===== src/rtl/fleet_stepper_pkg.sv =====
// Shared definitions for the alien fleet stepper: state encoding, coordinate
// width and screen-bound defaults also used by the sprite renderer.
package fleet_stepper_pkg;

    localparam int COORD_W = 10;
    localparam int HOLD_W  = 4;
    localparam int CNT_W   = 8;

    localparam int X_MIN_DEF      = 0;
    localparam int X_MAX_DEF      = 639;
    localparam int FLEET_W_DEF    = 320;
    localparam int X_START_DEF    = 160;
    localparam int Y_START_DEF    = 32;
    localparam int STEP_X_DEF     = 8;
    localparam int STEP_Y_DEF     = 16;
    localparam int Y_LIMIT_DEF    = 400;
    localparam int HOLD_TICKS_DEF = 2;

    typedef logic [COORD_W-1:0] coord_t;

    typedef enum logic [1:0] {
        ST_RUN    = 2'd0,
        ST_HOLD   = 2'd1,
        ST_LANDED = 2'd2
    } fleet_state_t;

endpackage


===== src/rtl/fleet_stepper_if.sv =====
// Move-request inputs and fleet position outputs of the fleet stepper.
interface fleet_stepper_if;
    import fleet_stepper_pkg::*;

    logic              EN;
    logic              M1;
    coord_t            fleet_x;
    coord_t            fleet_y;
    logic              dir;
    logic              step_down;
    logic              landed;
    logic [CNT_W-1:0]  move_cnt;

    modport master (
        output EN, M1,
        input  fleet_x, fleet_y, dir, step_down, landed, move_cnt
    );

    modport slave (
        input  EN, M1,
        output fleet_x, fleet_y, dir, step_down, landed, move_cnt
    );

endinterface


===== src/rtl/fleet_stepper_pulse_edge_detect.sv =====
// Turns a level request into a single-cycle enabled tick on its rising edge.
// A rise seen while en=0 is consumed and never produces a tick.
module pulse_edge_detect (
    input  logic clk,
    input  logic rst_n,
    input  logic en,
    input  logic lvl,
    output logic tick
);

    logic lvl_q;

    always_ff @(posedge clk) begin
        if (!rst_n) lvl_q <= 1'b0;
        else        lvl_q <= lvl;
    end

    assign tick = lvl & ~lvl_q & en;

endmodule


===== src/rtl/fleet_stepper.sv =====
// Alien fleet position stepper: horizontal moves per tick, descent and
// direction reversal at the screen edges, hold after descent, landing detect.
//
//   state     | meaning
//   ----------+------------------------------------------------------
//   ST_RUN    | ticks move the fleet sideways or trigger a descent
//   ST_HOLD   | ticks only count down the post-descent hold
//   ST_LANDED | fleet reached the landing line, frozen until reset
module fleet_stepper
    import fleet_stepper_pkg::*;
#(
    parameter int X_MIN      = X_MIN_DEF,
    parameter int X_MAX      = X_MAX_DEF,
    parameter int FLEET_W    = FLEET_W_DEF,
    parameter int X_START    = X_START_DEF,
    parameter int Y_START    = Y_START_DEF,
    parameter int STEP_X     = STEP_X_DEF,
    parameter int STEP_Y     = STEP_Y_DEF,
    parameter int Y_LIMIT    = Y_LIMIT_DEF,
    parameter int HOLD_TICKS = HOLD_TICKS_DEF
) (
    input  logic            CLK,
    input  logic            Rst,
    fleet_stepper_if.slave  bus
);

    localparam logic [COORD_W:0] X_RIGHT_W = (COORD_W+1)'(X_MAX - FLEET_W + 1);
    localparam logic [COORD_W:0] STEP_X_W  = (COORD_W+1)'(STEP_X);
    localparam coord_t           X_LEFT_LO = coord_t'(X_MIN + STEP_X);
    localparam coord_t           STEP_X_C  = coord_t'(STEP_X);
    localparam coord_t           STEP_Y_C  = coord_t'(STEP_Y);
    localparam coord_t           Y_LIMIT_C = coord_t'(Y_LIMIT);
    localparam logic [HOLD_W-1:0] HOLD_C   = HOLD_W'(HOLD_TICKS);

    logic              tick;
    fleet_state_t      state_q, state_d;
    logic [HOLD_W-1:0] hold_q, hold_d;
    coord_t            x_q, x_d, y_q, y_d;
    logic              dir_q, dir_d;
    logic              sd_q, sd_d;
    logic              land_q, land_d;
    logic [CNT_W-1:0]  cnt_q, cnt_d;
    coord_t            y_down;

    pulse_edge_detect u_m1_edge (
        .clk   (CLK),
        .rst_n (Rst),
        .en    (bus.EN),
        .lvl   (bus.M1),
        .tick  (tick)
    );

    always_ff @(posedge CLK) begin
        if (!Rst) begin
            state_q <= ST_RUN;
            hold_q  <= '0;
            x_q     <= coord_t'(X_START);
            y_q     <= coord_t'(Y_START);
            dir_q   <= 1'b1;
            sd_q    <= 1'b0;
            land_q  <= 1'b0;
            cnt_q   <= '0;
        end else begin
            state_q <= state_d;
            hold_q  <= hold_d;
            x_q     <= x_d;
            y_q     <= y_d;
            dir_q   <= dir_d;
            sd_q    <= sd_d;
            land_q  <= land_d;
            cnt_q   <= cnt_d;
        end
    end

    assign y_down = y_q + STEP_Y_C;

    always_comb begin
        state_d = state_q;
        hold_d  = hold_q;
        x_d     = x_q;
        y_d     = y_q;
        dir_d   = dir_q;
        sd_d    = 1'b0;
        land_d  = land_q;
        cnt_d   = cnt_q;

        case (state_q)
            ST_RUN: begin
                if (tick) begin
                    if (dir_q && ({1'b0, x_q} + STEP_X_W <= X_RIGHT_W)) begin
                        x_d = x_q + STEP_X_C;
                        if (cnt_q != '1) cnt_d = cnt_q + 1'b1;
                    end else if (!dir_q && (x_q >= X_LEFT_LO)) begin
                        x_d = x_q - STEP_X_C;
                        if (cnt_q != '1) cnt_d = cnt_q + 1'b1;
                    end else begin
                        y_d   = y_down;
                        dir_d = ~dir_q;
                        sd_d  = 1'b1;
                        if (y_down >= Y_LIMIT_C) begin
                            state_d = ST_LANDED;
                            land_d  = 1'b1;
                        end else if (HOLD_C != '0) begin
                            state_d = ST_HOLD;
                            hold_d  = HOLD_C;
                        end
                    end
                end
            end
            ST_HOLD: begin
                if (tick) begin
                    hold_d = hold_q - 1'b1;
                    if (hold_q == HOLD_W'(1)) state_d = ST_RUN;
                end
            end
            ST_LANDED: begin
                land_d = 1'b1;
            end
            default: begin
                state_d = ST_RUN;
            end
        endcase
    end

    assign bus.fleet_x   = x_q;
    assign bus.fleet_y   = y_q;
    assign bus.dir       = dir_q;
    assign bus.step_down = sd_q;
    assign bus.landed    = land_q;
    assign bus.move_cnt  = cnt_q;

endmodule


===== src/flat_wrapper.sv =====
// flat-port wrapper written by rule: the top's interface ports become plain ports
module fleet_stepper_flat import fleet_stepper_pkg::*;
#(
    parameter int X_MIN      = X_MIN_DEF,
    parameter int X_MAX      = X_MAX_DEF,
    parameter int FLEET_W    = FLEET_W_DEF,
    parameter int X_START    = X_START_DEF,
    parameter int Y_START    = Y_START_DEF,
    parameter int STEP_X     = STEP_X_DEF,
    parameter int STEP_Y     = STEP_Y_DEF,
    parameter int Y_LIMIT    = Y_LIMIT_DEF,
    parameter int HOLD_TICKS = HOLD_TICKS_DEF
)
  (CLK, Rst, bus_EN, bus_M1, bus_fleet_x, bus_fleet_y, bus_dir, bus_step_down, bus_landed, bus_move_cnt);
  fleet_stepper_if bus_i ();
  input  logic CLK;
  input  logic Rst;
  input wire logic [$bits(bus_i.EN)-1:0] bus_EN;
  input wire logic [$bits(bus_i.M1)-1:0] bus_M1;
  output wire logic [$bits(bus_i.fleet_x)-1:0] bus_fleet_x;
  output wire logic [$bits(bus_i.fleet_y)-1:0] bus_fleet_y;
  output wire logic [$bits(bus_i.dir)-1:0] bus_dir;
  output wire logic [$bits(bus_i.step_down)-1:0] bus_step_down;
  output wire logic [$bits(bus_i.landed)-1:0] bus_landed;
  output wire logic [$bits(bus_i.move_cnt)-1:0] bus_move_cnt;
  assign bus_i.EN = bus_EN;
  assign bus_i.M1 = bus_M1;
  assign bus_fleet_x = bus_i.fleet_x;
  assign bus_fleet_y = bus_i.fleet_y;
  assign bus_dir = bus_i.dir;
  assign bus_step_down = bus_i.step_down;
  assign bus_landed = bus_i.landed;
  assign bus_move_cnt = bus_i.move_cnt;
  fleet_stepper #(.X_MIN(X_MIN), .X_MAX(X_MAX), .FLEET_W(FLEET_W), .X_START(X_START), .Y_START(Y_START), .STEP_X(STEP_X), .STEP_Y(STEP_Y), .Y_LIMIT(Y_LIMIT), .HOLD_TICKS(HOLD_TICKS)) u_core (.CLK(CLK), .Rst(Rst), .bus(bus_i));
endmodule

===== config.mk =====
export PLATFORM = sky130hd
export DESIGN_NAME = fleet_stepper_flat
export DESIGN_NICKNAME = d
export VERILOG_FILES = /design/src/rtl/fleet_stepper_pkg.sv /design/src/rtl/fleet_stepper_if.sv /design/src/rtl/fleet_stepper_pulse_edge_detect.sv /design/src/rtl/fleet_stepper.sv /design/src/flat_wrapper.sv
export SDC_FILE = /design/constraint.sdc
export NUM_CORES = 1
export LEC_CHECK = 0
export ABC_AREA = 1
export CORE_MARGIN = 8
export CORE_UTILIZATION = 43
export DETAILED_ROUTE_END_ITERATION = 10
export PLACE_DENSITY = 0.81
export SYNTH_ARGS = -nofsm -noshare
export SYNTH_HDL_FRONTEND = slang
export SYNTH_SLANG_ARGS = --single-unit
export TNS_END_PERCENT = 30

===== constraint.sdc =====
create_clock -name CLK -period 1.7 [get_ports CLK]
set_input_delay 0.34 -clock CLK [delete_from_list [all_inputs] [get_ports CLK]]
set_output_delay 0.34 -clock CLK [all_outputs]
set_load 0.03 [all_outputs]

==> results.md, run 1 <==
- Violated checks: setup timing
- XOR/XNOR Fraction of Synth Area: 0.05822
- Async set or reset register ratio after synthesis: 0
- Initial Util: 0.4461
- Fin crit share: 1.020
- DR DRC count: 0
- Core area: 4384 µm²
- Largest cells by area after synthesis: dfxtp_1 (32%), nand2_1 (14%), inv_1 (6.1%)
- Post-DP Area: 2410 µm²
- Post-synthesis sequential area ratio: 0.3173
- Synthesis-stage register bit count: 31
- RSZ-0062 raised after global routing: true
- R2R Path End: u_core.bus.move_cnt[4]
- DRT Pass-1 Iters: 4
- Mux cell area share after synthesis: 0
- Critical path peak fanout: 5
- Gpl congestion: 0.8962
- Kind of critical path: flop to flop
- Root buf cell: clkbuf_8
- Synth top area share: 0.3173
- Sequential fraction of design power: 0.489
- DRT iter0 DRCs: 106
- Layout net count: roughly 340
- Clk pwr share: 0.379
- Endpoints failing setup: 6
- Slew Limit Fails: 0
- Period minus WS final: 1.734 ns
- Max IR drop VDD: a little over 0.0004 V
- Initial antenna violation count: 0
- Total GRT Usage: 0.1236
- Number of enable flip-flop cells after synthesis: 0
- Final hold violations: 0
- First-pass GRT wire length: 7534 µm
- CTS tree: built
- Syn Area/Cell: 7.060 µm²
- CTS sink count: 31
- Die height: roughly 83 µm
- Rows: 24
- Area growth from synthesis to layout: 32.44%
- Synth Area in Adders: 0.05758
- Fillcell total: 381
- Die area: slightly below 7000 µm²
- Startpoint Class: flop
- IO Pins: 35
- Worst hold slack: ~0.46 ns
- Synth Area in Simple Gates: 0.3570
- Post-synth top cells: nand2_1 (73), inv_1 (32), dfxtp_1 (31)
- R2r setup slk: -0.03 ns
- Worst Path Required: 1.91 ns
- CP arrival: 1.94 ns
- Max Freq: around 580 MHz
- Post-synthesis cell type count: 34
- P_int: between 1 and 1.5 mW
- TritonCTS Buffers: 5
- Crit path capture: u_core.bus.move_cnt[4]
- Synth Warn #: 0
- Max Root-Sink Buffers: 2
- Die width: 83.44 µm
- Compound-Gate Fraction of Synth Area: 0.09725
- MaxCap Viol Count: 0
- Most common cell in the netlist: nand2_1
- Vias in the first global route: 1795
- Worst hold path class: flop to flop
- Post-DR wirelength/cell: 11.94 µm
- Multi-input logic area: approximately 1200 µm²
- Sw power: 0.4189 mW
- CP endpoint kind: flop
- Setup ws final: -0.03380 ns
- Yosys top cell by area: dfxtp_1
- Via/cell ratio: 4.830
- Post-Syn Area: just under 2000 µm²
- Seq. cell area: 633.1 µm²
- Cells on worst reg2reg path: 13
- DRT antenna net count: 0
- Critical R2R Launch: u_core.bus.fleet_x[4]
- Clk slew on worst S/H paths: 0.07 ns
- Leakage: 1.163 nW
- Design area: 2590 µm²
- Largest family of logic cells by synthesized area: simple AND/OR/NAND/NOR gates
- Diode count: 0
- Net Sw Frac: 0.2706
- Main synth FF type: dfxtp_1
- Global route overflow: 0
- Vias: 1845
- Post-Syn Instances: 277
- Fin Clk Skew: 0.006050 ns
- CP startpoint: u_core.bus.fleet_x[4]
- Largest net degree at the start of global routing: 14
- Gate power share: 0.132
- HPWL Detailed: 3247 µm
- Power Dens Cells: 597.6 nW/µm²
- Final wirelength: 4560 µm
- H-tree Lvls: 2
- Port Buffer Count: 27
- Status: finished, violations left
- Latest clock arrival within the worst-skew pair: 0.28 ns
- Share of cells above drive strength 1: 0.2303
worst min path at each step:
stage / from / endpoint / slack [ns] / cells past startpoint
floorplan: bus_M1 / u_core.u_m1_edge.lvl_q / 0.43 / 2
global placement: u_core.bus.landed / u_core.bus.landed / 0.44 / 2
detailed placement: u_core.bus.landed / u_core.bus.landed / 0.46 / 2
CTS: u_core.bus.landed / u_core.bus.landed / 0.47 / 2
global route: u_core.bus.landed / u_core.bus.landed / 0.50 / 2
finish: u_core.bus.landed / u_core.bus.landed / 0.46 / 2
critical path, cell delays in order (launching register included):
cell	delay, ns
dfxtp_4	0.38
ha_4	0.16
nand2_4	0.07
nor2_4	0.15
nand2_2	0.07
nand2_2	0.05
nand2_2	0.06
nor2_4	0.09
nand2_4	0.09
nand2_8	0.13
nand3_4	0.13
clkinv_2	0.09
nand2_1	0.05
a21oi_1	0.14
through the flow:
step / utilization / cells / total power, mW / TNS [ns] / setup WS (ns)
floorplan: - / 283 / 0.9085 / 0 / 0.01152
global placement: 0.5497 / 371 / 0.9626 / -1.853 / -0.1116
detailed placement: 0.5497 / 371 / 0.9673 / -2.155 / -0.1357
CTS: 0.5659 / 378 / 1.551 / -0.008715 / -0.008318
global route: 0.5908 / 382 / 1.606 / -3.514 / -0.1706
finish: 0.5908 / 382 / 1.548 / -0.07391 / -0.03380
cell usage in the layout, fill, tap and decap left out, types with 2 or more instances in the layout:
cell / count
xor2_1: 10
clkbuf_8: 6
clkinv_4: 2
nand4_1: 6
clkdlybuf4s50_1: 9
nand2_4: 3
nand3_1: 15
nor2_4: 3
nand3b_1: 2
o21ai_0: 4
o21ai_2: 3
clkinv_2: 2
xnor2_1: 3
nor3_1: 2
dfxtp_1: 25
nand3_2: 4
buf_4: 21
nand2_2: 11
dfxtp_2: 4
dlymetal6s2s_1: 2
o21ai_1: 5
a21oi_1: 17
ha_1: 8
nand2_1: 66
nand2_8: 2
dlygate4sd2_1: 16
inv_1: 31
dfxtp_4: 2
nor2_1: 21
a21oi_2: 6
conb_1: 7
layer usage:
| metal | GRT usage | part of all wire | wire [µm] |
|---|---|---|---|
| met3 | 0.03223 | 0.043 | 197 |
| met5 | 0 | 0 | 0 |
| met2 | 0.2008 | 0.48 | 2194 |
| met1 | 0.1471 | 0.46 | 2105 |
| met4 | 0.05965 | 0.014 | 62 |
registers in the layout, indices dropped and copies added (netlist names):
name and count:
u_core.bus.move_cnt 8, u_core.hold_q 4, u_core.bus.step_down 1, u_core.bus.fleet_y 6
u_core.u_m1_edge.lvl_q 1, u_core.bus.landed 1, u_core.bus.dir 1, u_core.state_q 2
u_core.bus.fleet_x 7
repair_timing:
action | 4_1_cts | 5_1_grt
hold buffers | 0 | 0
cloned | 0 | 2
buffers inserted | 0 | 2
setup endpoints to repair | 22 | 31
resized for setup | 18 | 27
pin swaps | 0 | 9
cell type report:
| type | count | share of cell area |
|---|---|---|
| Clock buffer | 6 | 0.03188 |
| Clock inverter | 1 | 0.001932 |
| Inverter | 35 | 0.05459 |
| Multi-Input combinational cell | 207 | 0.4763 |
| Sequential cell | 31 | 0.2444 |
| Tap cell | 52 | 0.02512 |
| Timing Repair Buffer | 49 | 0.1638 |
| Timing Repair inverter | 1 | 0.001932 |
kinds of logic after synthesis:
kind of cell | after synthesis
AO/OA/AOI/OAI | 37
XOR/XNOR | 13
adder cells (fa/ha/maj) | 9
buffers and inverters | 46
flip-flops | 31
other | 1
AND/OR/NAND/NOR | 140
power groups by stage:
stage	combinational (mW)	clock (mW)	sequential, mW
5_1_grt	0.223	0.624	0.759
4_1_cts	0.191	0.603	0.758
3_5_place_dp	0.194	0	0.774
3_3_place_gp	0.189	0	0.774
6_report	0.205	0.586	0.757
2_1_floorplan	0.120	0	0.789
Power figures use the tool's default switching activity.
==> run 2: changes to the inputs <==
--- a/config.mk
+++ b/config.mk
@@ -9,6 +9,7 @@
 export CORE_MARGIN = 8
 export CORE_UTILIZATION = 43
 export DETAILED_ROUTE_END_ITERATION = 10
+export HOLD_SLACK_MARGIN = 0.03
 export PLACE_DENSITY = 0.81
 export SYNTH_ARGS = -nofsm -noshare
 export SYNTH_HDL_FRONTEND = slang
==> results of run 2 <==
The final DEF is identical to that of run 1; final timing and power are the same.
==> run 3: changes to the inputs <==
--- a/config.mk
+++ b/config.mk
@@ -5,12 +5,12 @@
 export SDC_FILE = /design/constraint.sdc
 export NUM_CORES = 1
 export LEC_CHECK = 0
-export ABC_AREA = 1
+export ABC_AREA = 0
 export CORE_MARGIN = 8
 export CORE_UTILIZATION = 43
 export DETAILED_ROUTE_END_ITERATION = 10
 export HOLD_SLACK_MARGIN = 0.03
-export PLACE_DENSITY = 0.81
+export PLACE_DENSITY = 0.7
 export SYNTH_ARGS = -nofsm -noshare
 export SYNTH_HDL_FRONTEND = slang
 export SYNTH_SLANG_ARGS = --single-unit
==> run 3 against run 2 <==
  * The run still ends with setup timing left
  * Final area increased by 24%
  * Register-to-register slack got worse by 0.39 ns
  * First-iteration DRC count increased by 22%
  * Cell count increased by 6.5%
  * Via count increased by 23%
  * Sequential share of layout area decreased by 4.6 points
  * Clock power increased by 14%
  * Maximum frequency decreased by 18%
  * Flip-flop and latch count unchanged
  * Critical endpoint unchanged
  * Largest cell class unchanged
  * Highest routed layer unchanged
==> results.md, run 3 <==
- Status: finished, violations left
- Violated checks: setup timing
- Max IR drop VDD: 0.0004646 V (+15%)
- Synth Warn #: 0 (unchanged)
- Leakage: 1.366 nW (+17%)
- Crit path buf inv count: 0 (-1)
- CP max stage delay: 0.53 ns (+0.15 ns)
- Vias in the first global route: 2227 (+24%)
- Initial Util: 0.4343 (-0.01174)
- First-pass GRT wire length: 10470 µm (+39%)
- Latest clock arrival within the worst-skew pair: 0.28 ns (about the same)
- CP endpoint kind: flop
- Fin Clk Skew: 0.005018 ns (-0.001033 ns)
- Async set or reset register ratio after synthesis: 0 (unchanged)
- Most frequent cells in the layout: buf_4 (80), dfxtp_1 (23), dlygate4sd2_1 (19)
- Initial antenna violation count: 0 (unchanged)
- Global route overflow: 0 (unchanged)
- Yosys top cell by area: dfxtp_1
- Most common cell in the netlist: dfxtp_1
- Rows: 25 (+4.2%)
- R2r setup slk: -0.42 ns (-0.39 ns)
- Worst hold path class: input port to flop
- Power Dens Cells: 604.7 nW/µm² (+1.2%)
- Fin crit share: 1.250 (+0.2297)
- Vias: 2269 (+23%)
- Number of flip-flops in the largest register: 8 (unchanged)
- Startpoint Class: flop
- Die area: 7120 µm² (+2.3%)
- Worst-path cell chain: ha_4 -> and3_4 -> a311oi_4 -> o31ai_4 -> a21o_4 -> or4_4 -> a21oi_2
- Port Buffer Count: 27 (unchanged)
- Largest net degree at the start of global routing: 17 (+3)
- DR DRC count: 0 (unchanged)
- Area growth from synthesis to layout: 59.80%
- Cts-stage hold buffer count: 0 (unchanged)
- Kind of critical path: flop to flop
- Number of enable flip-flop cells after synthesis: 0 (unchanged)
- Max Freq: 470.7 MHz (-18%)
- CP arrival: 2.34 ns (+0.40 ns)
- Clk slew on worst S/H paths: 0.07 ns (about the same)
- DRT iter0 DRCs: 129 (+22%)
- TritonCTS Buffers: 5 (unchanged)
- Setup ws final: -0.4243 ns (-0.3905 ns)
- RSZ-0062 raised after global routing: true
- Worst Path Required: 1.92 ns (about the same)
- Endpoints failing setup: 30 (+24)
- Final hold violations: 0 (unchanged)
- Synth top area share: 0.3086 (-0.008689)
- Post-Syn Area: 2011 µm² (+2.8%)
- HPWL Detailed: 4322 µm (+33%)
- Final wirelength: 6398 µm (+40%)
- Post-synth top cells: dfxtp_1 (31), a21oi_1 (19), nand2_1 (18), nand3_1 (18), inv_1 (15)
- Most common cell after layout, fill and taps aside: buf_4
- Syn Area/Cell: 7.885 µm² (+12%)
- Slowest CP cell: or4_4
- Die height: 84.38 µm (+1.1%)
- CTS sink count: 31 (unchanged)
- MaxCap Viol Count: 0 (unchanged)
- Period minus WS final: 2.124 ns (+0.3905 ns)
- Post-Route Utilization: 0.6941 (+0.1033)
- H-tree Lvls: 2 (unchanged)
- IO Pins: 35 (unchanged)
- Die width: 84.38 µm (+1.1%)
- Synthesis-stage register bit count: 31 (unchanged)
- Largest cells by area after synthesis: dfxtp_1 (31%), ha_1 (5.6%), a21oi_1 (4.7%)
- Delay-heaviest family, CP: compound AO/OA/AOI/OAI gates
- DRT antenna net count: 0 (unchanged)
- Pwr Total: 1.943 mW (+26%)
- Root buf cell: clkbuf_8
- Total GRT Usage: 0.1767 (+0.05308)
- Main synth FF type: dfxtp_1
- Layout net count: 365 (+6.4%)
- Max Root-Sink Buffers: 2 (unchanged)
- Core area: 4629 µm² (+5.6%)
- Share of cells above drive strength 1: 0.3909 (+0.1606)
- Diode count: 0 (unchanged)
- Via/cell ratio: 5.575 (+15%)
- Post-Syn Instances: 255 (-7.9%)
- Critical path peak fanout: 7 (+2)
- Post-synthesis sequential area ratio: 0.3086 (-0.008689)
- Post-DR wirelength/cell: 15.72 µm (+32%)
- Slew Limit Fails: 0 (unchanged)
- DRT Pass-1 Iters: 4 (unchanged)
- Gpl congestion: 0.9361 (+4.5%)
- CTS tree: built
- Post-synthesis cell type count: 54 (+59%)
- Final setup TNS: -8.627 ns (-8.553 ns)
[run 3: cell families after synthesis]
group / after synthesis / synth area share
flip-flops: 31 / 0.3087
multiplexers: 2 / 0.009957
AND/OR/NAND/NOR: 93 / 0.2539
adder cells (fa/ha/maj): 9 / 0.05601
AO/OA/AOI/OAI: 73 / 0.2452
other: 1 / 0.001865
buffers and inverters: 40 / 0.09832
XOR/XNOR: 6 / 0.02614
[run 3: routing by layer]
layer	GRT usage	wire, µm	vias up
li1	-	-	1120
met1	0.2059	2748	1075
met2	0.3073	3279	68
met3	0.04000	301	6
met4	0.06311	68	0
met5	0	0	-
[run 3: per-stage QoR]
stage / instances / worst slack, ns / instance area [µm²] / hold WS, ns
finish: 407 / -0.4243 / 3213 / 0.4185
global route: 407 / -0.4837 / 3213 / 0.4296
CTS: 407 / -0.4055 / 3168 / 0.4176
detailed placement: 391 / -0.8771 / 2854 / 0.4393
global placement: 391 / -0.7813 / 2854 / 0.4407
floorplan: 261 / -0.3032 / 2130 / 0.4228
[run 3: final cells by class]
cell class / instances / area [µm²]
Multi-Input combinational cell: 190 / 1465
Fill cell: 359 / 1416
Timing Repair Buffer: 109 / 883.3
Sequential cell: 31 / 638.1
Clock buffer: 7 / 96.34
Tap cell: 54 / 67.56
Inverter: 15 / 56.30
Clock inverter: 1 / 6.256
[run 3: worst paths after layout]
path,end,startpoint,cells after the start
max,u_core.bus.move_cnt[4],u_core.bus.fleet_x[3],7
min,u_core.u_m1_edge.lvl_q,bus_M1,2
max reg2reg,u_core.bus.move_cnt[4],u_core.bus.fleet_x[3],7
min reg2reg,u_core.bus.landed,u_core.bus.landed,2
[run 3: timing repair]
item / 4_1_cts / 5_1_grt
pin swaps: 21 / 7
setup buffers: 9 / 0
endpoints found under the setup margin: 50 / 32
gates resized for setup: 57 / 11
[run 3: power by group]
| part | internal (mW) | switching, mW |
|---|---|---|
| combinational | 0.235 | 0.266 |
| sequential | 0.745 | 0.0287 |
| clock | 0.370 | 0.298 |
